File: src/rtl/issue_gate_if.sv
// Decode-to-issue handshake plus the scoreboard write-claim bus driven on issue.
interface issue_gate_if;
  logic       in_valid;
  logic       in_ready;
  logic [2:0] in_ra;
  logic [2:0] in_rb;
  logic       in_use_ra;
  logic       in_use_rb;
  logic       in_regwrite;
  logic [2:0] in_rd;
  logic       in_load;
  logic       issue;
  logic [2:0] out_ra;
  logic [2:0] out_rb;
  logic [2:0] out_rd;
  logic       regwrite_cur;
  logic       from_main_mem;
  logic [2:0] regwrite_adr_id;

  modport master (
    output in_valid, in_ra, in_rb, in_use_ra, in_use_rb, in_regwrite, in_rd, in_load,
    input  in_ready, issue, out_ra, out_rb, out_rd, regwrite_cur, from_main_mem, regwrite_adr_id
  );

  modport slave (
    input  in_valid, in_ra, in_rb, in_use_ra, in_use_rb, in_regwrite, in_rd, in_load,
    output in_ready, issue, out_ra, out_rb, out_rd, regwrite_cur, from_main_mem, regwrite_adr_id
  );
endinterface

File: src/rtl/issue_gate.sv
// One-entry issue slot: holds a decoded instruction until its source and
// destination scoreboard counters drop to a forwardable value, then issues it.
module issue_gate #(
  parameter int FWD_OK = 1,
  parameter int CNT_W  = 8
) (
  input  logic             clk,
  input  logic             reset,
  issue_gate_if.slave      gate,
  input  logic [2:0]       register_invalid [7:0],
  input  logic             flush,
  output logic             stall,
  output logic [CNT_W-1:0] stall_total
);
  localparam logic [2:0] FWD_LIM = 3'(FWD_OK);

  typedef enum logic {EMPTY = 1'b0, HELD = 1'b1} state_e;

  state_e     state_q, state_d;
  logic [2:0] ra_q, rb_q, rd_q;
  logic       use_ra_q, use_rb_q, rw_q, ld_q;
  logic [CNT_W-1:0] cnt_q, cnt_d;

  logic held, hazard, issue_c, stall_c, ready_c, accept;

  // Counters above FWD_LIM mean the value is not yet forwardable.
  always_comb begin
    held   = (state_q == HELD);
    hazard = held & ((use_ra_q & (register_invalid[ra_q] > FWD_LIM)) |
                     (use_rb_q & (register_invalid[rb_q] > FWD_LIM)) |
                     (rw_q     & (register_invalid[rd_q] > FWD_LIM)));
  end

  // Output process; everything is forced low while reset is asserted.
  always_comb begin
    issue_c = reset & held & ~hazard & ~flush;
    stall_c = reset & held &  hazard & ~flush;
    ready_c = reset & (~held | issue_c | flush);
    accept  = gate.in_valid & ready_c;
  end

  always_comb begin
    state_d = state_q;
    if (accept)                state_d = HELD;
    else if (issue_c || flush) state_d = EMPTY;
  end

  always_ff @(posedge clk or negedge reset) begin
    if (!reset) state_q <= EMPTY;
    else        state_q <= state_d;
  end

  always_ff @(posedge clk or negedge reset) begin
    if (!reset) begin
      ra_q     <= '0;
      rb_q     <= '0;
      rd_q     <= '0;
      use_ra_q <= 1'b0;
      use_rb_q <= 1'b0;
      rw_q     <= 1'b0;
      ld_q     <= 1'b0;
    end else if (accept) begin
      ra_q     <= gate.in_ra;
      rb_q     <= gate.in_rb;
      rd_q     <= gate.in_rd;
      use_ra_q <= gate.in_use_ra;
      use_rb_q <= gate.in_use_rb;
      rw_q     <= gate.in_regwrite;
      ld_q     <= gate.in_load;
    end
  end

  always_comb begin
    cnt_d = cnt_q;
    if (stall_c && (cnt_q != {CNT_W{1'b1}})) cnt_d = cnt_q + 1'b1;
  end

  always_ff @(posedge clk or negedge reset) begin
    if (!reset) cnt_q <= '0;
    else        cnt_q <= cnt_d;
  end

  assign gate.in_ready        = ready_c;
  assign gate.issue           = issue_c;
  assign gate.out_ra          = reset ? ra_q : 3'd0;
  assign gate.out_rb          = reset ? rb_q : 3'd0;
  assign gate.out_rd          = reset ? rd_q : 3'd0;
  assign gate.regwrite_cur    = issue_c & rw_q;
  assign gate.from_main_mem   = reset & ld_q;
  assign gate.regwrite_adr_id = reset ? rd_q : 3'd0;
  assign stall                = stall_c;
  assign stall_total          = cnt_q;
endmodule

File: src/flat_wrapper.sv
// flat-port wrapper written by rule: the top's interface ports become plain ports
module issue_gate_flat 
#(
  parameter int FWD_OK = 1,
  parameter int CNT_W  = 8
)
  (clk, reset, register_invalid, flush, stall, stall_total, gate_in_valid, gate_in_ra, gate_in_rb, gate_in_use_ra, gate_in_use_rb, gate_in_regwrite, gate_in_rd, gate_in_load, gate_in_ready, gate_issue, gate_out_ra, gate_out_rb, gate_out_rd, gate_regwrite_cur, gate_from_main_mem, gate_regwrite_adr_id);
  issue_gate_if gate_i ();
  input  logic clk;
  input  logic reset;
  input  logic [2:0] register_invalid[7:0];
  input  logic flush;
  output logic stall;
  output logic [CNT_W-1:0] stall_total;
  input wire logic [$bits(gate_i.in_valid)-1:0] gate_in_valid;
  input wire logic [$bits(gate_i.in_ra)-1:0] gate_in_ra;
  input wire logic [$bits(gate_i.in_rb)-1:0] gate_in_rb;
  input wire logic [$bits(gate_i.in_use_ra)-1:0] gate_in_use_ra;
  input wire logic [$bits(gate_i.in_use_rb)-1:0] gate_in_use_rb;
  input wire logic [$bits(gate_i.in_regwrite)-1:0] gate_in_regwrite;
  input wire logic [$bits(gate_i.in_rd)-1:0] gate_in_rd;
  input wire logic [$bits(gate_i.in_load)-1:0] gate_in_load;
  output wire logic [$bits(gate_i.in_ready)-1:0] gate_in_ready;
  output wire logic [$bits(gate_i.issue)-1:0] gate_issue;
  output wire logic [$bits(gate_i.out_ra)-1:0] gate_out_ra;
  output wire logic [$bits(gate_i.out_rb)-1:0] gate_out_rb;
  output wire logic [$bits(gate_i.out_rd)-1:0] gate_out_rd;
  output wire logic [$bits(gate_i.regwrite_cur)-1:0] gate_regwrite_cur;
  output wire logic [$bits(gate_i.from_main_mem)-1:0] gate_from_main_mem;
  output wire logic [$bits(gate_i.regwrite_adr_id)-1:0] gate_regwrite_adr_id;
  assign gate_i.in_valid = gate_in_valid;
  assign gate_i.in_ra = gate_in_ra;
  assign gate_i.in_rb = gate_in_rb;
  assign gate_i.in_use_ra = gate_in_use_ra;
  assign gate_i.in_use_rb = gate_in_use_rb;
  assign gate_i.in_regwrite = gate_in_regwrite;
  assign gate_i.in_rd = gate_in_rd;
  assign gate_i.in_load = gate_in_load;
  assign gate_in_ready = gate_i.in_ready;
  assign gate_issue = gate_i.issue;
  assign gate_out_ra = gate_i.out_ra;
  assign gate_out_rb = gate_i.out_rb;
  assign gate_out_rd = gate_i.out_rd;
  assign gate_regwrite_cur = gate_i.regwrite_cur;
  assign gate_from_main_mem = gate_i.from_main_mem;
  assign gate_regwrite_adr_id = gate_i.regwrite_adr_id;
  issue_gate #(.FWD_OK(FWD_OK), .CNT_W(CNT_W)) u_core (.clk(clk), .reset(reset), .gate(gate_i), .register_invalid(register_invalid), .flush(flush), .stall(stall), .stall_total(stall_total));
endmodule
File: config.mk
export PLATFORM = sky130hd
export DESIGN_NAME = issue_gate_flat
export DESIGN_NICKNAME = d
export VERILOG_FILES = /design/src/rtl/issue_gate_if.sv /design/src/rtl/issue_gate.sv /design/src/flat_wrapper.sv
export SDC_FILE = /design/constraint.sdc
export NUM_CORES = 1
export LEC_CHECK = 0
export CORE_AREA = 10 10 67 69
export CTS_CLUSTER_DIAMETER = 100
export DETAILED_ROUTE_END_ITERATION = 8
export DIE_AREA = 0 0 77 79
export PLACE_DENSITY_LB_ADDON = 0.2
export SLEW_MARGIN = 25
export SYNTH_ARGS = -nofsm -noshare
export SYNTH_HDL_FRONTEND = slang
export SYNTH_SLANG_ARGS = --single-unit
File: constraint.sdc
create_clock -name clk -period 4.5 [get_ports clk]
set_clock_uncertainty 0.2 [all_clocks]
set_input_delay 0.45 -clock clk [delete_from_list [all_inputs] [get_ports clk]]
set_output_delay 0.45 -clock clk [all_outputs]
set_load 0.005 [all_outputs]
==> impl_metrics.json <==
{
  "track_usage_pct": 12.4,
  "synth_area_leader_cell": "dfrtp_1",
  "crit_arrival_ps": 2690,
  "cts-buffers-inserted": 3,
  "fin_crit_ps": 3340,
  "crit_top_cell": "clkdlybuf4s50_1",
  "synthArstFlopShare_pct": 100,
  "p_int_uw": 508,
  "power_frac_comb_pct": 38.1,
  "antenna_found_initial": 0,
  "syn_avg_cell_area_sq_um": 10.7,
  "coreArea_sq_um": 3230,
  "rsz0062_at_grt": "false",
  "hold_viol": 0,
  "ys_seq_area_share_pct": 39.9,
  "detail-route-antenna-nets": 0,
  "p_sw_uw": 220,
  "grt_pass1_wl_um": 6350,
  "crit_buf_inv": 2,
  "routed-via-count": 1180,
  "p_seq_share_pct": 40.9,
  "wl_met1_um": 1600,
  "ctsResizeCount": 0,
  "yosys_warnings": 0,
  "drt_iter0_markers": 57,
  "cts_tree": "yes",
  "routed_wl_um": 3750,
  "cap_violations": 0,
  "cts_buffer_depth": 2,
  "required_ps": 3850,
  "cp_top_family": "buffers and inverters",
  "drcViolationCount": 0,
  "dr_wl_met2_um": 1940,
  "yosysTopAreaCellShare_pct": 39.9,
  "rows": 21,
  "die_area_sq_um": 6080,
  "clkSinkCount": 22,
  "crit_slowest_cell": "clkdlybuf4s50_1",
  "ctsHtreeMaxLevel": 1,
  "grt_overflow": 0,
  "clock-root-buffer": "clkbuf_4",
  "tightest_slew_ps": 597,
  "clock_power_share_pct": 21.0,
  "setup.worst_path.end_class": "output port",
  "dpl.hpwl_um": 2960,
  "status": "completed",
  "first_pass_iters": 4,
  "setup_viol": 0,
  "synth_seq_cells": 22,
  "fillers": 282,
  "dieWidth_um": 77,
  "synth_cells": 129,
  "gp_congestion": 0.754,
  "netlist_top_cells_area": "dfrtp_1 (40%), mux2_4 (11%), and2_1 (5.0%), mux2_2 (4.1%), mux4_2 (3.3%)",
  "timing.setup.tns_ps": 0,
  "top_layer": "met4",
  "clkLatencyLatePin_ps": 300,
  "synthDistinctLibCells": 33,
  "drive_gt1_share_pct": 13.7,
  "synth_edf_count": 0,
  "drv_slew": 0,
  "path_clk_slew_ps": 130,
  "critPathKind": "input port to output port",
  "relSlewSlack_pct": 60.1,
  "syn_to_final_growth_pct": 46.1,
  "total_power_uw": 727,
  "grt_pass1_vias": 1286,
  "vias_per_cell": 5.15,
  "p_leak_nw": 0.808,
  "timing.fmax_mhz": 300,
  "hold_buffers": 0,
  "portBuffers": 57,
  "syn-cell-area_sq_um": 1380,
  "ys.flop_type": "dfrtp_1",
  "diodes": 0,
  "grt_max_degree": 36,
  "p_per_area_nw_per_um2": 361,
  "critical_path.cell_chain": "clkdlybuf4s50_1, nor4b_1, a311oi_1, a22oi_2, nand4_4, nor3_1, clkdlybuf4s50_1",
  "max_stage_delay_ps": 540,
  "start_util_pct": 42.7,
  "hold_class": "input port to async pin",
  "vdd_drop_max_uv": 234,
  "synth_fp_nets": 171,
  "die_y_um": 79,
  "met3_length_um": 184,
  "swShare_pct": 30.2,
  "start_kind": "input port",
  "finalNetCount": 226,
  "wire_per_inst_um": 16.4,
  "cts_setup_buffers": 0,
  "crit_fanout": 14,
  "fin_crit_sh_pct": 74.2,
  "ioPinCount": 66
}
==> power groups by stage <==
| stage | Combinational [mW] | Clock [mW] | Sequential (mW) |
|---|---|---|---|
| after floorplan | 0.164 | 0 | 0.286 |
| after global placement | 0.276 | 0 | 0.299 |
| after detailed placement | 0.281 | 0 | 0.302 |
| after CTS | 0.283 | 0.155 | 0.298 |
| after global routing | 0.308 | 0.163 | 0.312 |
| final | 0.277 | 0.152 | 0.298 |
==> worst reg2reg max path, cell delays in order (launching register included) <==
cell and delay (ps):
dfrtp_1 480, nor4b_1 370, a311oi_1 100, a22oi_2 250, nand4_4 250, a21oi_4 570
mux2_2 410
==> synth_stat cells (all sizes together) (2+ instances only) <==
cell,instances
nand4,5
nand3,4
a311oi,3
nor3,5
nor3b,2
nor2,9
dfrtp,22
mux4,2
mux2,15
nor4,2
xnor2,5
nand2,7
nand2b,2
nor4b,4
inv,3
a21oi,5
o21ai,4
and3,4
and2,11
buf,7
==> cell usage in the layout (no fill, tap or decap), drive strengths merged, types with 2 or more instances in the layout <==
master / count
nor3: 5
dfrtp: 22
mux4: 2
nand2: 7
o21ai: 4
nand2b: 2
and2: 11
a21oi: 5
inv: 3
mux2: 15
nor4: 2
nand3: 4
nor3b: 2
xnor2: 5
a311oi: 3
nand4: 5
clkdlybuf4s50: 57
nor4b: 4
nor2: 9
and3: 4
clkbuf: 3
==> final cells by class <==
| class | instances | area, sq um | share of cell area, % |
|---|---|---|---|
| well taps | 46 | 57.6 | 2.86 |
| inverters | 3 | 11.3 | 0.559 |
| flip-flops and latches | 22 | 551 | 27.3 |
| clock buffers | 3 | 22.5 | 1.12 |
| multi-input cells | 96 | 764 | 38.0 |
| repair buffers | 58 | 578 | 28.7 |
| clock inverters | 1 | 30.0 | 1.49 |
==> path summary, 6_finish.rpt <==
check	slack, ps	start	depth (start not counted)	endpoint
min reg2reg	330	u_core.ld_q$_DFFE_PN0P_	1	u_core.ld_q$_DFFE_PN0P_
max reg2reg	1760	u_core.ra_q[0]$_DFFE_PN0P_	6	u_core.ra_q[1]$_DFFE_PN0P_
min	310	reset	2	u_core.ra_q[2]$_DFFE_PN0P_
max	1160	register_invalid[20]	7	gate_regwrite_cur
max in group asynchronous	3520	reset	2	u_core.rb_q[2]$_DFFE_PN0P_
min in group clk	330	u_core.ld_q$_DFFE_PN0P_	1	u_core.ld_q$_DFFE_PN0P_
==> kinds of logic after synthesis <==
group,count (synthesis),share of synthesized area [%]
AOI/OAI and AO/OA,16,8.62
xor gates and xnor gates,5,3.18
adders and majority gates,1,0.907
buffers and inverters,11,4.63
DFF,22,39.9
muxes,17,18.2
and+or+nand+nor,57,24.5
==> per-layer routing <==
layer | up-vias | GRT usage [%]
met5 | - | 0
met4 | 0 | 2.19
met2 | 33 | 23.0
met3 | 2 | 3.04
met1 | 565 | 14.1
li1 | 580 | -
==> sequential cells by signal (all words and copies together), names as in the netlist <==
signal              flops
u_core.ld_q             1
u_core.ra_q             3
u_core.rd_q             3
u_core.rb_q             3
u_core.use_rb_q         1
u_core.use_ra_q         1
u_core.rw_q             1
u_core.held             1
u_core.stall_total      8
==> through the flow <==
stage	area (sq um)	setup WS, ps	util, %	std cells	hold WS [ps]
after floorplan	1380	2180	-	129	-45.6
after global placement	1960	1230	60.7	225	289
after detailed placement	1960	1160	60.7	225	296
after CTS	2010	1140	62.3	229	325
after global routing	2010	992	62.3	229	321
final	2010	1160	62.3	229	312
No activity file was read; power rests on OpenSTA's default activity.
